==> src/rtl/unified_mem_arbiter_if.sv <==
// ----------------------------------------------------------------------------
// unified_mem_arbiter_if
//   Bundles every bus signal of the unified memory arbiter: the IF requester,
//   the MEM requester, the shared single-ported memory port and the datapath
//   address-mux select / stall outputs.
//
//   Modports
//     slave  : the arbiter's view (requests and port_ack/port_rdata in,
//              grants, port drive, ready/rdata, addr_sel and stalls out)
//     master : the environment's view (pipeline stages plus memory model)
//
//   Signals (W = WORD_LENGTH)
//     if_req, if_addr[W]                          IF read request / address
//     if_ready, if_rdata[W]                       IF completion pulse / data
//     mem_req, mem_we, mem_addr[W], mem_wdata[W]  MEM access request
//     mem_ready, mem_rdata[W]                     MEM completion pulse / data
//     port_req, port_we, port_addr[W], port_wdata[W]  memory-port drive
//     port_ack, port_rdata[W]                     memory-port completion
//     addr_sel                                    0 = IF addr, 1 = MEM addr
//     if_stall, mem_stall                         requester stall indications
// ----------------------------------------------------------------------------
interface unified_mem_arbiter_if #(
    parameter int WORD_LENGTH = 32
);
    logic                   if_req;
    logic [WORD_LENGTH-1:0] if_addr;
    logic                   if_ready;
    logic [WORD_LENGTH-1:0] if_rdata;

    logic                   mem_req;
    logic                   mem_we;
    logic [WORD_LENGTH-1:0] mem_addr;
    logic [WORD_LENGTH-1:0] mem_wdata;
    logic                   mem_ready;
    logic [WORD_LENGTH-1:0] mem_rdata;

    logic                   port_req;
    logic                   port_we;
    logic [WORD_LENGTH-1:0] port_addr;
    logic [WORD_LENGTH-1:0] port_wdata;
    logic                   port_ack;
    logic [WORD_LENGTH-1:0] port_rdata;

    logic                   addr_sel;
    logic                   if_stall;
    logic                   mem_stall;

    modport slave (
        input  if_req, if_addr,
        output if_ready, if_rdata,
        input  mem_req, mem_we, mem_addr, mem_wdata,
        output mem_ready, mem_rdata,
        output port_req, port_we, port_addr, port_wdata,
        input  port_ack, port_rdata,
        output addr_sel, if_stall, mem_stall
    );

    modport master (
        output if_req, if_addr,
        input  if_ready, if_rdata,
        output mem_req, mem_we, mem_addr, mem_wdata,
        input  mem_ready, mem_rdata,
        input  port_req, port_we, port_addr, port_wdata,
        output port_ack, port_rdata,
        input  addr_sel, if_stall, mem_stall
    );
endinterface

==> src/rtl/unified_mem_arbiter.sv <==
// ----------------------------------------------------------------------------
// unified_mem_arbiter
//   Shares one single-ported unified memory between the instruction-fetch
//   stage and the data-memory stage. MEM wins ties, except that after
//   STARVE_LIMIT consecutive lost ties IF is granted. The winner's address,
//   write enable and write data are latched on the grant edge and held on the
//   memory port until port_ack; the returned data is registered into the
//   winner's rdata register and its ready pulses for exactly one cycle
//   (the DONE state). Also drives the datapath address-mux select.
//
//   Ports
//     clk    : rising-edge clock
//     rst_n  : asynchronous active-low reset
//     bus    : unified_mem_arbiter_if.slave (requests, memory port, ready,
//              rdata, addr_sel, stalls)
// ----------------------------------------------------------------------------
module unified_mem_arbiter #(
    parameter int WORD_LENGTH  = 32,
    parameter int STARVE_LIMIT = 4
) (
    input  logic                         clk,
    input  logic                         rst_n,
    unified_mem_arbiter_if.slave         bus
);

    localparam int CNT_W = $clog2(STARVE_LIMIT + 1);
    localparam logic [CNT_W-1:0] LIMIT = CNT_W'(STARVE_LIMIT);

    typedef enum logic [1:0] {
        IDLE    = 2'd0,
        GNT_IF  = 2'd1,
        GNT_MEM = 2'd2,
        DONE    = 2'd3
    } state_t;

    state_t                 r_state;
    state_t                 w_next_state;
    logic [CNT_W-1:0]       r_starve_cnt;
    logic [CNT_W-1:0]       w_starve_nxt;
    logic                   w_grant_if;
    logic                   w_grant_mem;
    logic                   w_done_if;
    logic                   w_done_mem;

    logic                   r_port_we;
    logic [WORD_LENGTH-1:0] r_port_addr;
    logic [WORD_LENGTH-1:0] r_port_wdata;
    logic                   r_if_ready;
    logic                   r_mem_ready;
    logic [WORD_LENGTH-1:0] r_if_rdata;
    logic [WORD_LENGTH-1:0] r_mem_rdata;

    // Next-state / arbitration
    always_comb begin
        w_next_state = r_state;
        w_starve_nxt = r_starve_cnt;
        w_grant_if   = 1'b0;
        w_grant_mem  = 1'b0;
        w_done_if    = 1'b0;
        w_done_mem   = 1'b0;

        case (r_state)
            IDLE: begin
                if (bus.if_req && bus.mem_req) begin
                    // Tie: MEM keeps the pipeline moving unless IF has
                    // already lost STARVE_LIMIT ties in a row.
                    if (r_starve_cnt == LIMIT) begin
                        w_grant_if = 1'b1;
                    end else begin
                        w_grant_mem  = 1'b1;
                        w_starve_nxt = r_starve_cnt + CNT_W'(1);
                    end
                end else if (bus.if_req) begin
                    w_grant_if = 1'b1;
                end else if (bus.mem_req) begin
                    w_grant_mem = 1'b1;
                end

                if (w_grant_if) begin
                    w_next_state = GNT_IF;
                    w_starve_nxt = '0;
                end else if (w_grant_mem) begin
                    w_next_state = GNT_MEM;
                end
            end
            GNT_IF: begin
                if (bus.port_ack) begin
                    w_done_if    = 1'b1;
                    w_next_state = DONE;
                end
            end
            GNT_MEM: begin
                if (bus.port_ack) begin
                    w_done_mem   = 1'b1;
                    w_next_state = DONE;
                end
            end
            // DONE ignores requests so a requester dropping its request
            // after seeing ready is never granted a second time.
            DONE: w_next_state = IDLE;
            default: w_next_state = IDLE;
        endcase
    end

    // State, counter, latched port drive and result registers
    always_ff @(posedge clk or negedge rst_n) begin
        if (!rst_n) begin
            r_state      <= IDLE;
            r_starve_cnt <= '0;
            r_port_we    <= 1'b0;
            r_port_addr  <= '0;
            r_port_wdata <= '0;
            r_if_ready   <= 1'b0;
            r_mem_ready  <= 1'b0;
            r_if_rdata   <= '0;
            r_mem_rdata  <= '0;
        end else begin
            r_state      <= w_next_state;
            r_starve_cnt <= w_starve_nxt;
            r_if_ready   <= w_done_if;
            r_mem_ready  <= w_done_mem;

            if (w_grant_if) begin
                r_port_addr  <= bus.if_addr;
                r_port_we    <= 1'b0;
                r_port_wdata <= '0;
            end else if (w_grant_mem) begin
                r_port_addr  <= bus.mem_addr;
                r_port_we    <= bus.mem_we;
                r_port_wdata <= bus.mem_wdata;
            end

            if (w_done_if) begin
                r_if_rdata <= bus.port_rdata;
            end
            if (w_done_mem) begin
                r_mem_rdata <= bus.port_rdata;
            end
        end
    end

    // port_req and addr_sel decode straight from the state register so an
    // asynchronous reset drops them immediately.
    assign bus.port_req   = (r_state == GNT_IF) || (r_state == GNT_MEM);
    assign bus.addr_sel   = (r_state == GNT_MEM);
    assign bus.port_we    = r_port_we;
    assign bus.port_addr  = r_port_addr;
    assign bus.port_wdata = r_port_wdata;

    assign bus.if_ready   = r_if_ready;
    assign bus.if_rdata   = r_if_rdata;
    assign bus.mem_ready  = r_mem_ready;
    assign bus.mem_rdata  = r_mem_rdata;

    assign bus.if_stall   = bus.if_req  & ~r_if_ready;
    assign bus.mem_stall  = bus.mem_req & ~r_mem_ready;

endmodule

==> src/flat_wrapper.sv <==
// flat-port wrapper written by rule: the top's interface ports become plain ports
module unified_mem_arbiter_flat 
#(
    parameter int WORD_LENGTH  = 32,
    parameter int STARVE_LIMIT = 4
)
  (clk, rst_n, bus_if_req, bus_if_addr, bus_if_ready, bus_if_rdata, bus_mem_req, bus_mem_we, bus_mem_addr, bus_mem_wdata, bus_mem_ready, bus_mem_rdata, bus_port_req, bus_port_we, bus_port_addr, bus_port_wdata, bus_port_ack, bus_port_rdata, bus_addr_sel, bus_if_stall, bus_mem_stall);
  unified_mem_arbiter_if #(.WORD_LENGTH(WORD_LENGTH)) bus_i ();
  input  logic clk;
  input  logic rst_n;
  input wire logic [$bits(bus_i.if_req)-1:0] bus_if_req;
  input wire logic [$bits(bus_i.if_addr)-1:0] bus_if_addr;
  output wire logic [$bits(bus_i.if_ready)-1:0] bus_if_ready;
  output wire logic [$bits(bus_i.if_rdata)-1:0] bus_if_rdata;
  input wire logic [$bits(bus_i.mem_req)-1:0] bus_mem_req;
  input wire logic [$bits(bus_i.mem_we)-1:0] bus_mem_we;
  input wire logic [$bits(bus_i.mem_addr)-1:0] bus_mem_addr;
  input wire logic [$bits(bus_i.mem_wdata)-1:0] bus_mem_wdata;
  output wire logic [$bits(bus_i.mem_ready)-1:0] bus_mem_ready;
  output wire logic [$bits(bus_i.mem_rdata)-1:0] bus_mem_rdata;
  output wire logic [$bits(bus_i.port_req)-1:0] bus_port_req;
  output wire logic [$bits(bus_i.port_we)-1:0] bus_port_we;
  output wire logic [$bits(bus_i.port_addr)-1:0] bus_port_addr;
  output wire logic [$bits(bus_i.port_wdata)-1:0] bus_port_wdata;
  input wire logic [$bits(bus_i.port_ack)-1:0] bus_port_ack;
  input wire logic [$bits(bus_i.port_rdata)-1:0] bus_port_rdata;
  output wire logic [$bits(bus_i.addr_sel)-1:0] bus_addr_sel;
  output wire logic [$bits(bus_i.if_stall)-1:0] bus_if_stall;
  output wire logic [$bits(bus_i.mem_stall)-1:0] bus_mem_stall;
  assign bus_i.if_req = bus_if_req;
  assign bus_i.if_addr = bus_if_addr;
  assign bus_if_ready = bus_i.if_ready;
  assign bus_if_rdata = bus_i.if_rdata;
  assign bus_i.mem_req = bus_mem_req;
  assign bus_i.mem_we = bus_mem_we;
  assign bus_i.mem_addr = bus_mem_addr;
  assign bus_i.mem_wdata = bus_mem_wdata;
  assign bus_mem_ready = bus_i.mem_ready;
  assign bus_mem_rdata = bus_i.mem_rdata;
  assign bus_port_req = bus_i.port_req;
  assign bus_port_we = bus_i.port_we;
  assign bus_port_addr = bus_i.port_addr;
  assign bus_port_wdata = bus_i.port_wdata;
  assign bus_i.port_ack = bus_port_ack;
  assign bus_i.port_rdata = bus_port_rdata;
  assign bus_addr_sel = bus_i.addr_sel;
  assign bus_if_stall = bus_i.if_stall;
  assign bus_mem_stall = bus_i.mem_stall;
  unified_mem_arbiter #(.WORD_LENGTH(WORD_LENGTH), .STARVE_LIMIT(STARVE_LIMIT)) u_core (.clk(clk), .rst_n(rst_n), .bus(bus_i));
endmodule
==> config.mk <==
export PLATFORM = sky130hd
export DESIGN_NAME = unified_mem_arbiter_flat
export DESIGN_NICKNAME = d
export VERILOG_FILES = /design/src/rtl/unified_mem_arbiter_if.sv /design/src/rtl/unified_mem_arbiter.sv /design/src/flat_wrapper.sv
export SDC_FILE = /design/constraint.sdc
export NUM_CORES = 1
export LEC_CHECK = 0
export CAP_MARGIN = 20
export CORE_ASPECT_RATIO = 0.9
export CORE_UTILIZATION = 25
export DETAILED_ROUTE_END_ITERATION = 8
export GPL_TIMING_DRIVEN = 1
export HOLD_SLACK_MARGIN = 0.02
export SLEW_MARGIN = 40
export SYNTH_ARGS = -nofsm -noshare
export SYNTH_HDL_FRONTEND = slang
export SYNTH_SLANG_ARGS = --single-unit
==> constraint.sdc <==
create_clock -name clk -period 3.1 [get_ports clk]
set_input_delay 0.31 -clock clk [delete_from_list [all_inputs] [get_ports clk]]
set_output_delay 0.31 -clock clk [all_outputs]
set_load 0.02 [all_outputs]
==> qor.yml <==
outcome:
  status: "finished, final reports clean"
route:
  num_vias: 4802
  drcViolationCount: 0
  vias_per_cell: 4.500
  dr.pass1.iters: 4
  drt-total-wl_um: 17680
  detail_route.wl_per_cell_um: 16.57
  drt_iter0_markers: 328
  antenna_left: 0
logic_synthesis:
  synthesis.nets: 639
  seq_area_frac_synth: 0.6075
  avgSynthCellArea_um2: 11.20
  synthXorXnorAreaFrac: 0
  synth_edf_count: 0
  synth.distinct_cells: 25
  synth_fa_ha_area_frac: 0.01117
  synth_common_cells: "dfrtp_1, nand2_1, mux2_2"
  synth_top_family_by_area: "compound AO/OA/AOI/OAI gates"
  synth_mux_area_frac: 0.1304
  synthMostInstantiatedCell: "dfrtp_1"
  ys.flop_type: "dfrtp_1"
  yosys_warnings: 0
  syn-instance-count: 500
  synth_top_area_frac: 0.6075
  syn_area_mm2: 0.005602
  synth_largest_area_cell: "dfrtp_1"
  synthSimpleGateAreaFrac: 0.07751
  synth_area_leaders: "dfrtp_1, mux2_2, nand2_1, o21ai_1, a31oi_1"
  ys_seq_elements: 136
  synth_compound_area_frac: 0.1385
  synthArstFlopShare: 1.000
clocking:
  cts_buffer_depth: 2
  root_buffer: "clkbuf_16"
  cts_tree: "done"
  cts.htree.levels: 4
  cts_setup_buffers: 0
  insertion_delay_ns: 0.42
  cts_hold_buf: 1
  clkSinkCount: 136
  clk_pin_slew_ns: 0.07
  ctsResizeCount: 0
  numCtsBuffers: 17
power_and_ir_drop:
  p_per_area_mw_per_mm2: 1120
  ir_drop_v: 0.0005733
  power_w: 0.01038
  power.leakage_nw: 3.830
global_routing:
  antenna_found_initial: 0
  grt_use_total: 0.1566
  grt_max_degree: 76
  grt_pass1_vias: 4978
  grt_overflow: 0
  grt_pass1_wl_um: 27980
timing:
  fin_skew_ns: 0.01121
  fin_tns_setup_ns: 0
  tightestPinTransition_ns: 0.7394
  setup_viol: 0
  slew_violations: 0
  rsz0062_at_grt: "no"
  period_share: 0.6994
  timing_hold_violations_final: 0
  max_freq_ghz: 0.4613
  holdWs_ns: 0.4254
  slew_headroom: 0.5071
  finalCriticalPeriod_ns: 2.168
floorplan:
  core_mm2: 0.02182
  io_pins: 269
  rows: 51
  die_width_um: 159.8
  start_util: 0.2567
  die_h_um: 144.0
  dieArea_mm2: 0.02301
critical_path:
  worstSetupPathType: "reg -> out"
  reg2reg_from: "u_core.r_state[0]$_DFFE_PN0P_"
  crit_fanout: 4
  r2r_cells: 6
  rr_endpoint: "u_core.bus.port_wdata[31]$_DFFE_PN0P_"
  required_ns: 2.79
  arrival_ns: 1.86
  end_kind: "output pin"
  regToRegSetupSlack_ns: 1.08
  worstSetupStartpointType: "flop"
worst_hold_path:
  hold_depth: 3
  min_from: "bus_mem_wdata[29]"
  hp-class: "in -> reg"
  holdPathEnd: "u_core.bus.port_wdata[29]$_DFFE_PN0P_"
finish:
  areaGrowthSynthToFinish_pct: 65.53
  fin_cells: 1067
  fillers: 2133
  regArea_mm2: 0.003403
  final_nets: 902
  antenna_cells: 0
  drive_above_1_share: 0.1456
  multiInputGateArea_mm2: 0.002016
placed_design:
  dpl.cell_count: 1034
  hpwl_um: 11990
  gp_congestion: 0.7631
  port_buffers: 268
job:
  drv_cap: 0
## layer usage
layer	GRT usage	wire, µm	vias up
met5	0	0	-
met3	0.07141	1921	16
met4	0.05113	199	0
met1	0.1899	7366	2320
met2	0.2478	8191	201
li1	-	-	2265
## sequential cells by signal (all words and copies together), names as in the netlist
register,flops
u_core.bus.mem_rdata,32
u_core.bus.if_rdata,32
u_core.bus.port_addr,32
u_core.bus.if_ready,1
u_core.bus.port_we,1
u_core.r_starve_cnt,3
u_core.bus.port_wdata,32
u_core.bus.mem_ready,1
u_core.r_state,2
## cell type report
type                            instances  area share
Multi-Input combinational cell        321      0.2174
Timing Repair Buffer                  280      0.3021
Tap cell                              291     0.03927
Clock inverter                         15     0.02550
Clock buffer                           17     0.04588
Sequential cell                       136      0.3670
Inverter                                7    0.002834
## power by group
| part | internal (W) | total [W] | switching (W) | leakage [nW] |
|---|---|---|---|---|
| combinational | 0.00242 | 0.00498 | 0.00256 | 1.90 |
| clock | 0.00145 | 0.00230 | 0.000850 | 0.319 |
| sequential | 0.00266 | 0.00310 | 0.000444 | 1.61 |
## cell families (layout without fill, tap and decap cells)
logic type	count (synthesis)	after routing
buffers and inverters	43	319
AND/OR/NAND/NOR	110	110
multiplexers	65	65
flip-flops	136	136
AO/OA/AOI/OAI	141	141
adder cells (fa/ha/maj)	5	5
## cell usage in the layout (no fill, tap or decap)
cell	instances
a21bo_2	1
a21boi_4	1
a21oi_1	33
a2bb2oi_1	1
a31oi_1	32
and2_1	1
buf_12	2
buf_4	9
buf_6	1
bufinv_16	5
clkbuf_16	17
clkdlybuf4s50_1	267
clkinv_2	1
clkinv_4	1
clkinvlp_4	2
dfrtp_1	136
dlygate4sd3_1	1
ha_1	5
inv_1	7
inv_6	4
inv_8	2
mux2_2	64
mux2i_1	1
nand2_1	69
nand3_1	3
nor2_1	32
nor2_2	1
nor2b_1	2
nor3b_1	2
o21a_2	1
o21ai_0	27
o21ai_1	42
o21ai_4	1
o22a_1	1
o22ai_1	1
## worst max-delay path, cell delays in order, from the launching register on
cell and delay, ns:
dfrtp_1 0.38, inv_1 0.07, ha_1 0.35, clkdlybuf4s50_1 0.65
## how the worst max path moves through the flow
stage | startpoint | to | slack, ns | cells after the start
6_report | u_core.r_state[0]$_DFFE_PN0P_ | bus_port_req | 0.93 | 3
5_1_grt | u_core.r_state[0]$_DFFE_PN0P_ | bus_port_req | 0.84 | 3
4_1_cts | u_core.r_state[0]$_DFFE_PN0P_ | bus_port_req | 0.88 | 3
3_5_place_dp | bus_if_req | u_core.bus.port_wdata[31]$_DFFE_PN0P_ | 0.77 | 5
3_3_place_gp | bus_if_req | u_core.bus.port_we$_DFFE_PN0P_ | 0.83 | 5
2_1_floorplan | u_core.r_state[0]$_DFFE_PN0P_ | u_core.bus.mem_rdata[10]$_DFFE_PN0P_ | 1.56 | 5
## stage by stage
stage          setup slack (ns)  cell area [µm²]  utilization
6_report                 0.9320             9273       0.4249
5_1_grt                  0.8415             9273       0.4249
4_1_cts                  0.8835             9273       0.4249
3_5_place_dp             0.7716             8601       0.3941
3_3_place_gp             0.8307             8601       0.3941
2_1_floorplan             1.557             5602            -
Note: power is estimated with default switching activity, not from simulation.
